### src/rtl/seg_display.sv
// seg_display: memory-mapped 8-digit common-anode seven-segment controller.
// The CPU writes LOW (0x0), HIGH (0x2) and CTRL (0x4) over the peripheral bus.
// A scan engine time-multiplexes the digits and blanks the start of each slot.
module seg_display #(
  parameter int unsigned SCAN_DIV     = 50000,
  parameter int unsigned BLANK_CYCLES = 2
) (
  input  logic        clock,
  input  logic        reset,
  input  logic        Select,
  input  logic        Write_enable,
  input  logic        Read_enable,
  input  logic [3:0]  Address,
  input  logic [15:0] Write_data,
  output logic [15:0] Read_data_out,
  output logic [7:0]  Digit_sel,
  output logic [7:0]  Segments
);

  localparam int unsigned CW = (SCAN_DIV > 1) ? $clog2(SCAN_DIV) : 1;
  localparam logic [CW-1:0] CNT_LAST  = CW'(SCAN_DIV - 1);
  localparam logic [CW-1:0] CNT_BLANK = CW'(BLANK_CYCLES);
  localparam logic [CW-1:0] CNT_ONE   = CW'(1);

  // Bus-visible registers
  logic [15:0] low_q, high_q, ctrl_q;
  logic [15:0] rd_q, rd_d;

  // Scan engine state and registered outputs
  logic [CW-1:0] cnt_q, cnt_d;
  logic [2:0]    idx_q, idx_d;
  logic [7:0]    digit_sel_q, digit_sel_d;
  logic [7:0]    segments_q, segments_d;

  logic [31:0] digits;
  logic [3:0]  nibble;
  logic [7:0]  en_mask, dp_mask;

  // Active-low g..a pattern for one hex digit
  function automatic logic [6:0] hex7seg(input logic [3:0] v);
    logic [6:0] s;
    case (v)
      4'h0: s = 7'b1000000;
      4'h1: s = 7'b1111001;
      4'h2: s = 7'b0100100;
      4'h3: s = 7'b0110000;
      4'h4: s = 7'b0011001;
      4'h5: s = 7'b0010010;
      4'h6: s = 7'b0000010;
      4'h7: s = 7'b1111000;
      4'h8: s = 7'b0000000;
      4'h9: s = 7'b0010000;
      4'hA: s = 7'b0001000;
      4'hB: s = 7'b0000011;
      4'hC: s = 7'b1000110;
      4'hD: s = 7'b0100001;
      4'hE: s = 7'b0000110;
      default: s = 7'b0001110;
    endcase
    return s;
  endfunction

  assign digits  = {high_q, low_q};
  assign en_mask = ctrl_q[7:0];
  assign dp_mask = ctrl_q[15:8];

  // Next-state for slot counter, digit index and display outputs
  always_comb begin
    if (cnt_q == CNT_LAST) begin
      cnt_d = '0;
      idx_d = idx_q + 3'd1;
    end else begin
      cnt_d = cnt_q + CNT_ONE;
      idx_d = idx_q;
    end

    nibble      = digits[{idx_d, 2'b00} +: 4];
    segments_d  = segments_q;
    digit_sel_d = digit_sel_q;

    // Slot entry: new pattern with all digits off so segments never change while lit
    if (cnt_d == '0) begin
      segments_d  = {~dp_mask[idx_d], hex7seg(nibble)};
      digit_sel_d = '1;
    end
    // End of blanking; evaluated after slot entry so BLANK_CYCLES=0 lights at entry
    if (cnt_d == CNT_BLANK) begin
      digit_sel_d = en_mask[idx_d] ? ~(8'd1 << idx_d) : '1;
    end
  end

  // Read-back mux; registers sampled before any same-edge write lands
  always_comb begin
    rd_d = rd_q;
    if (Select && Read_enable) begin
      case (Address)
        4'h0:    rd_d = low_q;
        4'h2:    rd_d = high_q;
        4'h4:    rd_d = ctrl_q;
        default: rd_d = '0;
      endcase
    end
  end

  // Register file, read-back and scan state
  always_ff @(posedge clock or posedge reset) begin
    if (reset) begin
      low_q       <= '0;
      high_q      <= '0;
      ctrl_q      <= '0;
      rd_q        <= '0;
      cnt_q       <= CNT_LAST;
      idx_q       <= 3'd7;
      digit_sel_q <= '1;
      segments_q  <= '1;
    end else begin
      if (Select && Write_enable) begin
        case (Address)
          4'h0:    low_q  <= Write_data;
          4'h2:    high_q <= Write_data;
          4'h4:    ctrl_q <= Write_data;
          default: ;
        endcase
      end
      rd_q        <= rd_d;
      cnt_q       <= cnt_d;
      idx_q       <= idx_d;
      digit_sel_q <= digit_sel_d;
      segments_q  <= segments_d;
    end
  end

  assign Read_data_out = rd_q;
  assign Digit_sel     = digit_sel_q;
  assign Segments      = segments_q;

endmodule

### config.mk
export PLATFORM = sky130hd
export DESIGN_NAME = seg_display
export DESIGN_NICKNAME = d
export VERILOG_FILES = /design/src/rtl/seg_display.sv
export SDC_FILE = /design/constraint.sdc
export NUM_CORES = 1
export LEC_CHECK = 0
export CORE_MARGIN = 5
export CORE_UTILIZATION = 45
export DETAILED_ROUTE_END_ITERATION = 10
export HOLD_SLACK_MARGIN = 0.1
export PLACE_DENSITY = 0.66
export SYNTH_ARGS = -nofsm -noshare
export SYNTH_HDL_FRONTEND = slang
export SYNTH_SLANG_ARGS = --single-unit
### constraint.sdc
create_clock -name clock -period 4.45 [get_ports clock]
set_input_delay 0.445 -clock clock [delete_from_list [all_inputs] [get_ports clock]]
set_output_delay 0.445 -clock clock [all_outputs]
set_load 0.02 [all_outputs]
==> load_flow_metrics.sql, run 1 <==
INSERT INTO impl_metrics (metric_group, metric, value, unit) VALUES
('run_status', 'run_status', 'complete, no violations', ''),
('sta', 'tightestPinTransition', '1030', 'ps'),
('finish', 'area_growth', '18.5', '%'),
('worst_setup_path', 'worst_path_largest_cell_delay', '580', 'ps'),
('pwr', 'totalPowerFinal', '2.30', 'mW'),
('clocking', 'post_cts_hold_buffer_count', '0', ''),
('floorplanning', 'row_count', '40', ''),
('finish', 'number_of_inserted_diodes', '0', ''),
('logic_synthesis', 'post_syn_area_per_cell', '10.7', 'sq um'),
('finish', 'multi_input_gate_area', '0.00277', 'sq mm'),
('logic_synthesis', 'synthCells', '510', ''),
('worst_setup_path', 'path_cells', 'ha_1 > and3_1 > and4_1 > mux2i_1 > inv_2 > and3_1 > a2111o_1 > o31ai_1 > inv_1 > ha_1 > mux2i_1 > o2bb2ai_1 > mux2_2', ''),
('route', 'post_dr_vias_cell', '5.79', ''),
('clocking', 'cts-root-to-sink-buffers', '2', ''),
('worst_setup_path', 'critPathLaunchType', 'flop', ''),
('sta', 'clock_skew', '12.9', 'ps'),
('route', 'dr.first_iter.drc_count', '314', ''),
('worst_setup_path', 'crit_path_top_delay_cell', 'sky130_fd_sc_hd__dfstp_2', ''),
('route', 'detail_route.wirelength', '13900', 'microns'),
('sta', 'maxSlewViolCount', '0', ''),
('worst_setup_path', 'cp_data_required_time', '4730', 'ps'),
('sta', 'worst_slack', '423', 'ps'),
('finish', 'final_cells', '709', ''),
('logic_synthesis', 'netlist_area', '0.00546', 'sq mm'),
('pwr', 'power-per-cell-area', '356', 'mW/mm^2'),
('finish', 'regArea', '0.00251', 'sq mm'),
('clocking', 'worst_skew_pair.late_latency', '360', 'ps'),
('placed_design', 'placement.io_buffers', '56', ''),
('pwr', 'irDropWorstVdd', '0.000266', 'V'),
('floorplanning', 'floorplan.die_area', '0.0144', 'sq mm'),
('route', 'drt_pass1_iterations', '5', ''),
('floorplanning', 'floorplan.io_pins', '57', ''),
('clocking', 'htree_num_levels', '3', ''),
('floorplanning', 'chipWidth', '120', 'microns'),
('finish', 'final_layout_size_suffix_gt1_share', '24.2', '%'),
('route', 'routedWlPerCell', '19.6', 'microns'),
('clocking', 'total_cts_buffers', '9', ''),
('route', 'ant_nets', '0', ''),
('sta', 'timing.slew.headroom', '31.2', '%'),
('grt', 'grt_antenna_before_repair', '0', ''),
('route', 'route.met2.wl', '6820', 'microns'),
('logic_synthesis', 'synth-seq-cells', '99', ''),
('route', 'topRoutingLayerUsed', 'met4', ''),
('placed_design', 'gp_congestion', '0.869', ''),
('placed_design', 'cell_count_post_placement', '693', ''),
('finish', 'n_fill_cell', '1062', ''),
('clocking', 'ctsRootBufferMaster', 'sky130_fd_sc_hd__clkbuf_16', ''),
('logic_synthesis', 'synthesis.nets', '545', ''),
('pwr', 'leakagePower', '2.61', 'nW'),
('logic_synthesis', 'ys_types', '67', ''),
('worst_setup_path', 'worst_ep_arrival_time', '4310', 'ps'),
('worst_setup_path', 'critPathMaxFanout', '10', ''),
('logic_synthesis', 'synth_flop_cell', 'sky130_fd_sc_hd__dfrtp_1', ''),
('clocking', 'tritoncts_clock_tree', 'built', ''),
('placed_design', 'placement.setup.worst_slack', '441', 'ps'),
('logic_synthesis', 'ys.warnings.count', '0', ''),
('clocking', 'post-cts-setup-buffer-count', '0', ''),
('sta', 'fmaxAchievable', '0.248', 'GHz'),
('logic_synthesis', 'ys_async_sr_fraction', '100', '%'),
('flow_run', 'cap_viol_max_count', '0', ''),
('sta', 'rsz0062_at_grt', 'no', ''),
('floorplanning', 'design.core.area', '0.0120', 'sq mm'),
('route', 'routed-wl-met3', '637', 'microns'),
('clocking', 'cts.clk_slew.worst_paths', '60', 'ps'),
('min_path', 'timing.hold.worst.class', 'reg -> reg', ''),
('sta', 'fin_crit', '4030', 'ps'),
('clocking', 'postCtsResizedCells', '0', ''),
('route', 'drc', '0', ''),
('clocking', 'tritoncts_num_sinks', '99', ''),
('grt', 'grt_max_degree', '52', ''),
('worst_setup_path', 'worst_setup_path_end_kind', 'flop', '');
-- cells in the final DEF, fill, tap and decap left out, types with 3 or more instances in the layout --
master and n:
sky130_fd_sc_hd__clkdlybuf4s50_1 56, sky130_fd_sc_hd__nor2_1 39, sky130_fd_sc_hd__nand2b_1 5, sky130_fd_sc_hd__a31oi_1 6, sky130_fd_sc_hd__nand4_1 9, sky130_fd_sc_hd__nand2_1 29
sky130_fd_sc_hd__a22oi_1 18, sky130_fd_sc_hd__dfrtp_1 71, sky130_fd_sc_hd__inv_1 13, sky130_fd_sc_hd__xor2_1 7, sky130_fd_sc_hd__and2_1 3, sky130_fd_sc_hd__nor4b_4 3
sky130_fd_sc_hd__dfstp_2 28, sky130_fd_sc_hd__and4_1 5, sky130_fd_sc_hd__mux2_2 64, sky130_fd_sc_hd__and3_1 5, sky130_fd_sc_hd__a21oi_1 29, sky130_fd_sc_hd__o2111ai_1 5
sky130_fd_sc_hd__xnor2_1 9, sky130_fd_sc_hd__nand3b_1 3, sky130_fd_sc_hd__nand3_1 18, sky130_fd_sc_hd__or3_1 3, sky130_fd_sc_hd__o211ai_1 3, sky130_fd_sc_hd__nor2b_1 3
sky130_fd_sc_hd__ha_1 10, sky130_fd_sc_hd__o21ai_0 13, sky130_fd_sc_hd__mux2i_1 16, sky130_fd_sc_hd__clkbuf_16 9, sky130_fd_sc_hd__buf_4 12, sky130_fd_sc_hd__nor3_1 14
-- Yosys cell counts, drive strengths merged, types with 2 or more instances --
cell type and n:
dfrtp 71, mux2 64, nor2 39, a21oi 29
nand2 29, dfstp 28, clkbuf 21, a22oi 18
nand3 18, inv 16, mux2i 16, nor3 16
o21ai 13, buf 11, ha 10, nand4 9
xnor2 9, xor2 7, a31oi 6, nor4b 6
and3 5, and4 5, nand2b 5, o2111ai 5
and2 3, nand3b 3, nor2b 3, o211ai 3
or3 3, a2111o 2, a211o 2, a41oi 2
mux4 2, nor4 2, nor4bb 2, o211a 2
o2bb2ai 2
-- layer usage --
metal | up-vias | track usage (%)
met3 | 21 | 4.63
met1 | 2011 | 26.1
met2 | 101 | 33.2
li1 | 1974 | -
met5 | - | 0
met4 | 0 | 6.30
-- registers in the layout, summed over array words and instances (netlist names) --
name and count:
Read_data_out 16, cnt_q 16, ctrl_q 16, high_q 16, low_q 16, Digit_sel 8, Segments 8, idx_q 3
-- worst max-delay path: cells and delay by family (launching register included) --
kind / cells / cell delay [ps]
flip-flops: 1 / 580
multiplexers: 3 / 840
AND/OR/NAND/NOR: 3 / 1000
adder cells (fa/ha/maj): 2 / 560
AO/OA/AOI/OAI: 3 / 550
buffers and inverters: 2 / 430
-- layout make-up --
type	instances	share of cell area (%)
multi-input combinational	363	42.8
sequential	99	38.8
timing repair buffer	68	10.1
clock buffer	10	3.69
tap	147	2.84
inverter	16	0.966
clock inverter	6	0.889
-- cell families (layout without fill, tap and decap cells) --
logic type	count (synthesis)	after routing	share of synthesized area, %
AO/OA/AOI/OAI	101	101	12.8
XOR/XNOR	16	16	2.57
adder cells (fa/ha/maj)	10	10	2.29
buffers and inverters	48	100	3.55
flip-flops	99	99	46.0
multiplexers	82	82	16.9
AND/OR/NAND/NOR	154	154	15.9
-- power by group --
| part | leakage, nW | internal, mW | switching, mW |
|---|---|---|---|
| logic | 1.30 | 0.210 | 0.211 |
| clock network | 0.138 | 0.404 | 0.370 |
| registers | 1.18 | 1.01 | 0.102 |
| total | 2.61 | 1.62 | 0.684 |
-- path summary, 6_finish.rpt --
check	startpoint	to	slack (ps)	depth (start not counted)
worst min-delay path	Segments[1]	Segments[1]	490	2
worst min register to register	Segments[1]	Segments[1]	490	2
worst max-delay path	cnt_q[0]	Segments[6]	420	13
min in group asynchronous	reset	ctrl_q[12]	540	2
worst max register to register	cnt_q[0]	Segments[6]	420	13
max in group asynchronous	reset	ctrl_q[1]	3110	3
-- metrics by stage --
stage | hold slack [ps] | cell area [sq um] | util, %
2_1_floorplan | 435 | 5460 | -
3_3_place_gp | 481 | 6180 | 51.6
3_5_place_dp | 480 | 6180 | 51.6
4_1_cts | 491 | 6470 | 54.1
5_1_grt | 500 | 6470 | 54.1
6_report | 488 | 6470 | 54.1
Power figures use the tool's default switching activity.
==> run 2, diff against run 1 <==
--- a/config.mk
+++ b/config.mk
@@ -10,6 +10,7 @@
 export DETAILED_ROUTE_END_ITERATION = 10
 export HOLD_SLACK_MARGIN = 0.1
 export PLACE_DENSITY = 0.66
+export SLEW_MARGIN = 20
 export SYNTH_ARGS = -nofsm -noshare
 export SYNTH_HDL_FRONTEND = slang
 export SYNTH_SLANG_ARGS = --single-unit
==> results of run 2 <==
Final layout, timing and power as in run 1 (identical DEF).
